==> config.mk <==
export PLATFORM = sky130hd
export DESIGN_NAME = regfile_sb
export DESIGN_NICKNAME = d
export VERILOG_FILES = /design/src/rtl/rf_pkg.sv /design/src/rtl/rf_scoreboard.sv /design/src/rtl/regfile_sb.sv
export SDC_FILE = /design/constraint.sdc
export NUM_CORES = 2
export LEC_CHECK = 0
export CORE_MARGIN = 5
export CORE_UTILIZATION = 43
export CTS_BUF_LIST = sky130_fd_sc_hd__clkbuf_16
export CTS_CLUSTER_SIZE = 30
export DETAILED_ROUTE_END_ITERATION = 16
export HOLD_SLACK_MARGIN = 0.15
export PLACE_DENSITY = 0.71
export SYNTH_ARGS = -nofsm -noshare
export SYNTH_HDL_FRONTEND = slang
export SYNTH_SLANG_ARGS = --single-unit
==> constraint.sdc <==
create_clock -name clk -period 53.1 [get_ports clk]
set_input_delay 5.31 -clock clk [delete_from_list [all_inputs] [get_ports clk]]
set_output_delay 5.31 -clock clk [all_outputs]
set_load 0.01 [all_outputs]
==> src/rtl/rf_pkg.sv <==
// Shared types and constants for the regfile_sb register file slice.
// Build option: define REGFILE_BYPASS_EN to enable write-to-read forwarding.
package rf_pkg;

  localparam int unsigned XLEN_DEFAULT  = 32;
  localparam int unsigned NREGS_DEFAULT = 32;
  localparam int unsigned AW_DEFAULT    = $clog2(NREGS_DEFAULT);

  // Register index and data word at the default configuration.
  typedef logic [AW_DEFAULT-1:0]   reg_addr_t;
  typedef logic [XLEN_DEFAULT-1:0] xword_t;

  // x0 is the architectural zero register.
  localparam int unsigned ZERO_REG = 0;

endpackage : rf_pkg

==> src/rtl/rf_scoreboard.sv <==
// In-flight write scoreboard: one busy bit per architectural register.
// An issue marks the destination pending, a writeback retires it, and a
// flush drops every pending mark. x0 can never become busy.
module rf_scoreboard
  import rf_pkg::*;
#(
  parameter int unsigned NREGS = NREGS_DEFAULT,
  parameter int unsigned AW    = $clog2(NREGS)
) (
  input  logic          clk,
  input  logic          rst,
  input  logic          wr0_en,
  input  logic [AW-1:0] wr0_addr,
  input  logic          wr1_en,
  input  logic [AW-1:0] wr1_addr,
  input  logic          iss_en,
  input  logic [AW-1:0] iss_addr,
  input  logic          flush,
  input  logic [AW-1:0] rs1_addr,
  input  logic [AW-1:0] rs2_addr,
  output logic          rs1_busy,
  output logic          rs2_busy
);

  localparam logic [AW-1:0] ZERO_ADDR = AW'(ZERO_REG);

  logic [NREGS-1:0] busy_q;
  logic [NREGS-1:0] busy_d;
  logic             iss_valid;

  // An issue to x0 is architecturally meaningless and never tracked.
  assign iss_valid = iss_en && (iss_addr != ZERO_ADDR);

  // Next busy vector: retire writes first, then let a new issue supersede
  // them, and finally let a flush wipe everything including that issue.
  always_comb begin
    busy_d = busy_q;
    if (wr0_en) begin
      busy_d[wr0_addr] = 1'b0;
    end
    if (wr1_en) begin
      busy_d[wr1_addr] = 1'b0;
    end
    if (iss_valid) begin
      busy_d[iss_addr] = 1'b1;
    end
    if (flush) begin
      busy_d = '0;
    end
    busy_d[ZERO_REG] = 1'b0;
  end

  // Busy vector register, cleared asynchronously on reset.
  always_ff @(posedge clk or posedge rst) begin
    if (rst) begin
      busy_q <= '0;
    end else begin
      busy_q <= busy_d;
    end
  end

  // Lookups for the two decode-stage source operands.
  always_comb begin
    rs1_busy = busy_q[rs1_addr];
    rs2_busy = busy_q[rs2_addr];
  end

endmodule : rf_scoreboard

==> src/rtl/regfile_sb.sv <==
// RISC-V integer register file: two combinational read ports, two write
// ports (WB stage on port 0, load/long-latency return on port 1) and an
// in-flight write scoreboard feeding the hazard unit.
// Build option: REGFILE_BYPASS_EN forwards same-cycle writes to the reads.
module regfile_sb
  import rf_pkg::*;
#(
  parameter int unsigned XLEN  = XLEN_DEFAULT,
  parameter int unsigned NREGS = NREGS_DEFAULT,
  parameter int unsigned AW    = $clog2(NREGS)
) (
  input  logic            clk,
  input  logic            rst,
  input  logic [AW-1:0]   rs1_addr,
  input  logic [AW-1:0]   rs2_addr,
  output logic [XLEN-1:0] rs1_data,
  output logic [XLEN-1:0] rs2_data,
  output logic            rs1_busy,
  output logic            rs2_busy,
  input  logic            wr0_en,
  input  logic [AW-1:0]   wr0_addr,
  input  logic [XLEN-1:0] wr0_data,
  input  logic            wr1_en,
  input  logic [AW-1:0]   wr1_addr,
  input  logic [XLEN-1:0] wr1_data,
  input  logic            iss_en,
  input  logic [AW-1:0]   iss_addr,
  input  logic            flush
);

  localparam logic [AW-1:0] ZERO_ADDR = AW'(ZERO_REG);

  logic [XLEN-1:0] regs_q [NREGS];
  logic [XLEN-1:0] regs_d [NREGS];
  logic            rs1_busy_st;
  logic            rs2_busy_st;

  rf_scoreboard #(
    .NREGS (NREGS),
    .AW    (AW)
  ) u_scoreboard (
    .clk      (clk),
    .rst      (rst),
    .wr0_en   (wr0_en),
    .wr0_addr (wr0_addr),
    .wr1_en   (wr1_en),
    .wr1_addr (wr1_addr),
    .iss_en   (iss_en),
    .iss_addr (iss_addr),
    .flush    (flush),
    .rs1_addr (rs1_addr),
    .rs2_addr (rs2_addr),
    .rs1_busy (rs1_busy_st),
    .rs2_busy (rs2_busy_st)
  );

  // Next register contents: port 1 is applied last so it wins a collision,
  // and x0 is forced back to zero whatever was written to it.
  always_comb begin
    regs_d = regs_q;
    if (wr0_en && (wr0_addr != ZERO_ADDR)) begin
      regs_d[wr0_addr] = wr0_data;
    end
    if (wr1_en && (wr1_addr != ZERO_ADDR)) begin
      regs_d[wr1_addr] = wr1_data;
    end
    regs_d[ZERO_REG] = '0;
  end

  // Storage array, cleared asynchronously on reset.
  always_ff @(posedge clk or posedge rst) begin
    if (rst) begin
      for (int i = 0; i < int'(NREGS); i++) begin
        regs_q[i] <= '0;
      end
    end else begin
      regs_q <= regs_d;
    end
  end

  // Read port 1: stored value, optionally overridden by a same-cycle write.
  always_comb begin
    rs1_data = regs_q[rs1_addr];
    rs1_busy = rs1_busy_st;
`ifdef REGFILE_BYPASS_EN
    if (rs1_addr != ZERO_ADDR) begin
      if (wr1_en && (wr1_addr == rs1_addr)) begin
        rs1_data = wr1_data;
      end else if (wr0_en && (wr0_addr == rs1_addr)) begin
        rs1_data = wr0_data;
      end
      if (((wr1_en && (wr1_addr == rs1_addr)) ||
           (wr0_en && (wr0_addr == rs1_addr))) &&
          !(iss_en && (iss_addr == rs1_addr))) begin
        rs1_busy = 1'b0;
      end
    end
`endif
  end

  // Read port 2: same forwarding rules as port 1.
  always_comb begin
    rs2_data = regs_q[rs2_addr];
    rs2_busy = rs2_busy_st;
`ifdef REGFILE_BYPASS_EN
    if (rs2_addr != ZERO_ADDR) begin
      if (wr1_en && (wr1_addr == rs2_addr)) begin
        rs2_data = wr1_data;
      end else if (wr0_en && (wr0_addr == rs2_addr)) begin
        rs2_data = wr0_data;
      end
      if (((wr1_en && (wr1_addr == rs2_addr)) ||
           (wr0_en && (wr0_addr == rs2_addr))) &&
          !(iss_en && (iss_addr == rs2_addr))) begin
        rs2_busy = 1'b0;
      end
    end
`endif
  end

endmodule : regfile_sb

---- After elaboration in Yosys (flattened, before gate mapping) ----
Cells that the tools add are included.
operators by class
  reductions and logical operators ........ 11
  divide/modulo/power cells ............... 0
  $add $sub $neg .......................... 0
  equal/unequal tests ..................... 0
  shift-type cells ........................ 0
  $mul .................................... 0
  magnitude comparators ................... 14
  bitwise gates (word level) .............. 9
  multiplexer cells ....................... 28
operator list
  operator                                                     count
  bitwise mux 1024 bit                                         2
  2-to-1 mux 1024 bit                                          1
  2-to-1 mux 992 bit                                           1
  binary-select mux 32 bit (select 5 bit)                      2
  demux 32 bit (select 5 bit)                                  2
  2-to-1 mux 32 bit                                            10
  bitwise AND 32 bit                                           2
  NOT 32 bit                                                   2
  OR 32 bit                                                    1
  less-than comparator 5 x 6 -> 1 bit (second input constant)  5
  >= comparator 6 bit (second input constant)                  4
  NOT 5 -> 6 bit                                               4
  demux 1 bit (select 5 bit)                                   3
  >= comparator 5 x 1 -> 1 bit (second input constant)         3
  nonzero test 5 bit                                           3
  less-than comparator 6 x 1 -> 1 bit (second input constant)  2
  binary-select mux 1 bit (select 5 bit)                       2
  logical AND 1 bit                                            8
  2-to-1 mux 1 bit                                             5
word-level totals
  memories kept ........................... 0
  output and inout port bits .............. 66
  bits in latches ......................... 0
  bits in writable memories ............... 0
  memory bits (read-only) ................. 0
  logic and storage cells ................. 94
  bits in registers ....................... 1,023
  bits of input ports ..................... 95

---- Logic depth before layout (Yosys ltp) ----
  depth in word-level cells ............... 12
  mapped depth ............................ 8
  mapped depth without buffers ............ 4

---- Modules after synthesis ----
Synthesis repeated with hierarchy kept, for this count alone.
unflattened totals
  cells, all modules ...................... 6,180
  area total of the unflattened synthesis .. 64,574.4 um^2
modules (own cells, without submodules)
  module         area an instance (um^2)  sequential area each (um^2)  instances  cells an instance
  regfile_sb     62,314.8                 24,823.8                     1          5,934
  rf_scoreboard  2,259.7                  775.7                        1          246

---- Least setup slack after synthesis ----
No wires, ideal clock.
  kind .................................... input -> output
  start point ............................. in rs1_addr[0]
  end point ............................... out rs1_data[10]
  data arrival time ....................... 6.810 ns
  path slack .............................. 40.980 ns
  cell stages on the path ................. 7
  path buffers ............................ 3
  data required time ...................... 47.790 ns
  cells stage by stage .................... buf_4 buf_6 buf_2 mux4_2 a22o_1 o21ai_1 o31ai_1
on the way
  cells in the longest elaborated chain, start to end .. 4
RTL lines
  item                                                  RTL line          text
  start: declaration                                    regfile_sb.sv:14  input logic [AW-1:0] rs1_addr,
  NOT 5 -> 6 bit (not written as such)                  regfile_sb.sv:83  rs1_data = regs_q[rs1_addr];
  binary-select mux 32 bit (select 5 bit)               regfile_sb.sv:83
  2-to-1 mux 32 bit (not written as such) (2 in a row)  regfile_sb.sv:83
  end: declaration                                      regfile_sb.sv:16  output logic [XLEN-1:0] rs1_data,
No other way between the ends. The select of a mux whose other input is x is not followed.

---- Worst setup path in the final report ----
  start point ............................. in rs2_addr[0]
  end point ............................... out rs2_data[27]
on the way
  cells in the longest elaborated chain, start to end .. 4
RTL lines
  item                                                  RTL line           text
  start: declaration                                    regfile_sb.sv:15   input logic [AW-1:0] rs2_addr,
  NOT 5 -> 6 bit (not written as such)                  regfile_sb.sv:103  rs2_data = regs_q[rs2_addr];
  binary-select mux 32 bit (select 5 bit)               regfile_sb.sv:103
  2-to-1 mux 32 bit (not written as such) (2 in a row)  regfile_sb.sv:103
  end: declaration                                      regfile_sb.sv:17   output logic [XLEN-1:0] rs2_data,
No other way between the ends. The select of a mux whose other input is x is not followed.

==> metrics.md <==
| Metric | Value |
|---|---|
| Met2 Track Usage GR | `45.5%` |
| Vias in the first global route | `53895` |
| Top cells by area, synth | `dfrtp_1 40%, mux2i_1 16%, mux4_2 14%` |
| Crit path kind | `in2out` |
| Failing checks | `capacitance limit, slew limit` |
| First-pass GRT wire length | `374 mm` |
| Gr usage total | `32.0%` |
| Hold Path End | `regs_q[73]$_DFF_PP0_` |
| Reg2reg start | `regs_q[123]$_DFF_PP0_` |
| Initial Util | `43.1%` |
| Ys async rst share | `100%` |
| CTS sink cnt | `1023` |
| Min-Delay Path Depth | `2` |
| Avg Cell Area, Syn | `10.2 sq um` |
| Pwr Density | `37.5 nW/um^2` |
| Vias | `55679` |
| P_int | `1.79 mW` |
| GP Congestion | `0.967` |
| Gr busiest metal | `met2` |
| Required time worst endpoint | `47790 ps` |
| Final hold slack | `560 ps` |
| Layout area overhead | `9.35%` |
| HPWL after DPL | `154 mm` |
| R2R depth | `2` |
| Syn_nets | `6377` |
| Post-CTS setup buffers | `0` |
| Top FF cell, synth | `dfrtp_1` |
| Detailed Route WL | `261 mm` |
| Yosys cell types | `47` |
| Die extent in x | `397 um` |
| Yosys Warn Count | `0` |
| Reg2reg end | `regs_q[123]$_DFF_PP0_` |
| Crit path max-delay family | `buffers and inverters` |
| Initial antenna violation count | `24` |
| WP buf/inv | `4` |
| Max-cap viol count | `1` |
| EDFF count, synth | `0` |
| Clock tree root driver cell | `clkbuf_16` |
| RSZ-0062 raised after global routing | `false` |
| Switching Share | `32.1%` |
| Number of remaining DRC errors | `0` |
| Share of layout cells above drive strength 1 | `14.8%` |
| IO Port Bufs | `160` |
| Hold WC Path Type | `reg2reg` |
| Run status | `finished, violations left` |
| Crit path cell chain | `buf_8 -> buf_12 -> buf_4 -> mux4_2 -> mux2i_1 -> and2_1 -> o31ai_1 -> clkdlybuf4s50_1` |
| Syn Inst Count | `6282` |
| Critical-path maximum fanout | `83` |
| H-tree levels | `3` |
| Clock Latency Late Sink | `730 ps` |
| Fmax | `64.2 MHz` |
| Die span in y | `397 um` |
| Rows | `142` |
| Number of I/O pins | `161` |
| Period utilization | `29.3%` |
| CP startpoint kind | `input pin` |
| Final hold vios | `0` |
| Num CTS Buffers | `110` |
| Hold_buf cts | `0` |
| Total congestion overflow | `0` |
| CP arrival | `10260 ps` |
| CP endpoint kind | `output pin` |
| Max-slew headroom | `-1.12%` |
| Worst IR Drop VDD | `28.6 uV` |
| Clock Power Share | `30.2%` |
| Hold_sp | `regs_q[73]$_DFF_PP0_` |
| Initial drt markers | `9002` |
| Post-synth top area share | `39.8%` |
| Slew @ Worst Pin | `1500 ps` |
| Sequential power share | `43.5%` |
| Fin crit period | `15570 ps` |
| DR vias/cell | `6.92` |
| Drt pass-1 iters | `7` |
| Final slew viol count | `2` |
| Final ANT Viol Nets | `0` |
| Max Buffers Root-to-Sink | `3` |
| Pin count of the biggest net entering global routing | `180` |
| Met3 Use GR | `12.5%` |
| Synth Cell Area | `64400 sq um` |
| Total negative slack | `0 ps` |
| Crit path largest cell delay | `1050 ps` |
| Number of synthesized register bits | `1023` |
| Core Region | `149000 sq um` |
| Switch Pwr | `0.848 mW` |
| Met1 global-route usage | `40.5%` |
| Clock transition at path regs | `60 ps` |
| Post-CTS Resized | `0` |
| CTS tree | `yes` |
| Largest area contributor in the netlist | `dfrtp_1` |
| DR WL/cell | `32.5 um` |
| Clock Skew | `0 ps` |
| Power share of the combinational group | `26.3%` |
| DIE AREA | `158000 sq um` |
| Final setup vio count | `0` |
| Sequential fraction of the synthesis area | `39.8%` |
| Flop-to-flop setup slack | `52190 ps` |
| Crit-path slowest cell | `o31ai_1` |
| Post-layout nets | `6079` |
| P_leak | `33.3 nW` |
==> synth_stat cells, types with 9 or more instances <==
master / n
mux4_2: 396
buf_2: 151
a21oi_1: 421
a22oi_1: 37
buf_4: 62
nand2_1: 727
a211oi_1: 66
nor2b_1: 10
o21ai_1: 77
and2_1: 80
clkbuf_1: 469
buf_1: 46
mux2_2: 66
o21ai_0: 469
a22o_1: 198
dfrtp_1: 1023
a32oi_1: 33
mux2i_1: 1009
o31ai_1: 66
and3b_1: 11
nor2_1: 556
o211ai_1: 9
buf_6: 16
a2bb2oi_1: 49
a31oi_1: 92
o22ai_1: 66
==> power by group through the flow <==
stage                     logic [mW]  clock network (mW)  registers [mW]
after floorplan                0.512                   0            1.10
after global placement         0.656                   0            1.13
after detailed placement       0.676                   0            1.15
after CTS                      0.678               0.800            1.14
after global routing           0.741               0.833            1.17
final                          0.693               0.798            1.15
==> tightest hold or removal path: stages, from the launching register on <==
cell	delay (ps)
dfrtp_1	390
nand2_1	60
a31oi_1	70
==> sequential cells by signal, indices dropped and copies added (netlist names) <==
| signal | flops |
|---|---|
| u_scoreboard.busy_q | 31 |
| regs_q | 992 |
==> placed cells by master (no fill, tap or decap), types with 18 or more instances in the layout <==
cell	n
dfrtp_1	1023
mux2i_1	1009
nand2_1	687
nor2_1	548
o21ai_0	469
a21oi_1	421
mux4_2	396
a22o_1	198
buf_4	178
clkdlybuf4s50_1	150
clkbuf_16	113
a31oi_1	92
and2_1	79
o21ai_1	77
mux2_2	66
o22ai_1	66
a211oi_1	66
o31ai_1	64
a2bb2oi_1	49
nand2_2	40
a22oi_1	37
a32oi_1	33
clkinv_2	29
clkinv_1	28
diode_2	18
==> metal layers <==
metal,up-vias,part of all wire [%]
li1,22382,-
met1,27260,35
met2,4850,42
met3,1179,15
met4,8,7.9
met5,-,0.019
==> logic make-up after synthesis <==
family	after synthesis	share of synthesized area (%)
AOI/OAI and AO/OA	1595	15.1
buffers and inverters	749	5.21
DFF	1023	39.8
muxes	1471	30.7
and+or+nand+nor	1444	9.21
==> worst max-delay path by stage <==
stage	startpoint	end	slack [ps]	depth (start not counted)
2_1_floorplan	rst	regs_q[0]$_DFF_PP0_	19000	1
3_3_place_gp	rs2_addr[0]	rs2_data[27]	37820	8
3_5_place_dp	rs2_addr[0]	rs2_data[27]	37840	8
4_1_cts	rs2_addr[0]	rs2_data[27]	37800	8
5_1_grt	rs2_addr[0]	rs2_data[27]	37420	8
6_report	rs2_addr[0]	rs2_data[27]	37530	8
==> through the flow <==
step                area, sq um  utilization, %  power, mW  worst slack [ps]  std cells
detailed placement        66700            44.7       1.83             37840       7816
finish                    70400            47.2       2.64             37530       8042
global placement          66700            44.7       1.79             37820       7816
global route              70400            47.1       2.74             37420       8034
CTS                       70300            47.1       2.62             37800       8024
floorplan                 64400               -       1.61             19000       6282
==> final cells by class <==
class / instances / area (sq um)
Timing Repair Buffer: 336 / 2980
Sequential cell: 1023 / 25600
Clock buffer: 113 / 2830
Tap cell: 1944 / 2430
Clock inverter: 95 / 792
Fill cell: 13485 / 78900
Multi-Input combinational cell: 4510 / 35700
Inverter: 3 / 18.8
Antenna cell: 18 / 45.0
Note: power is estimated with default switching activity, not from simulation.
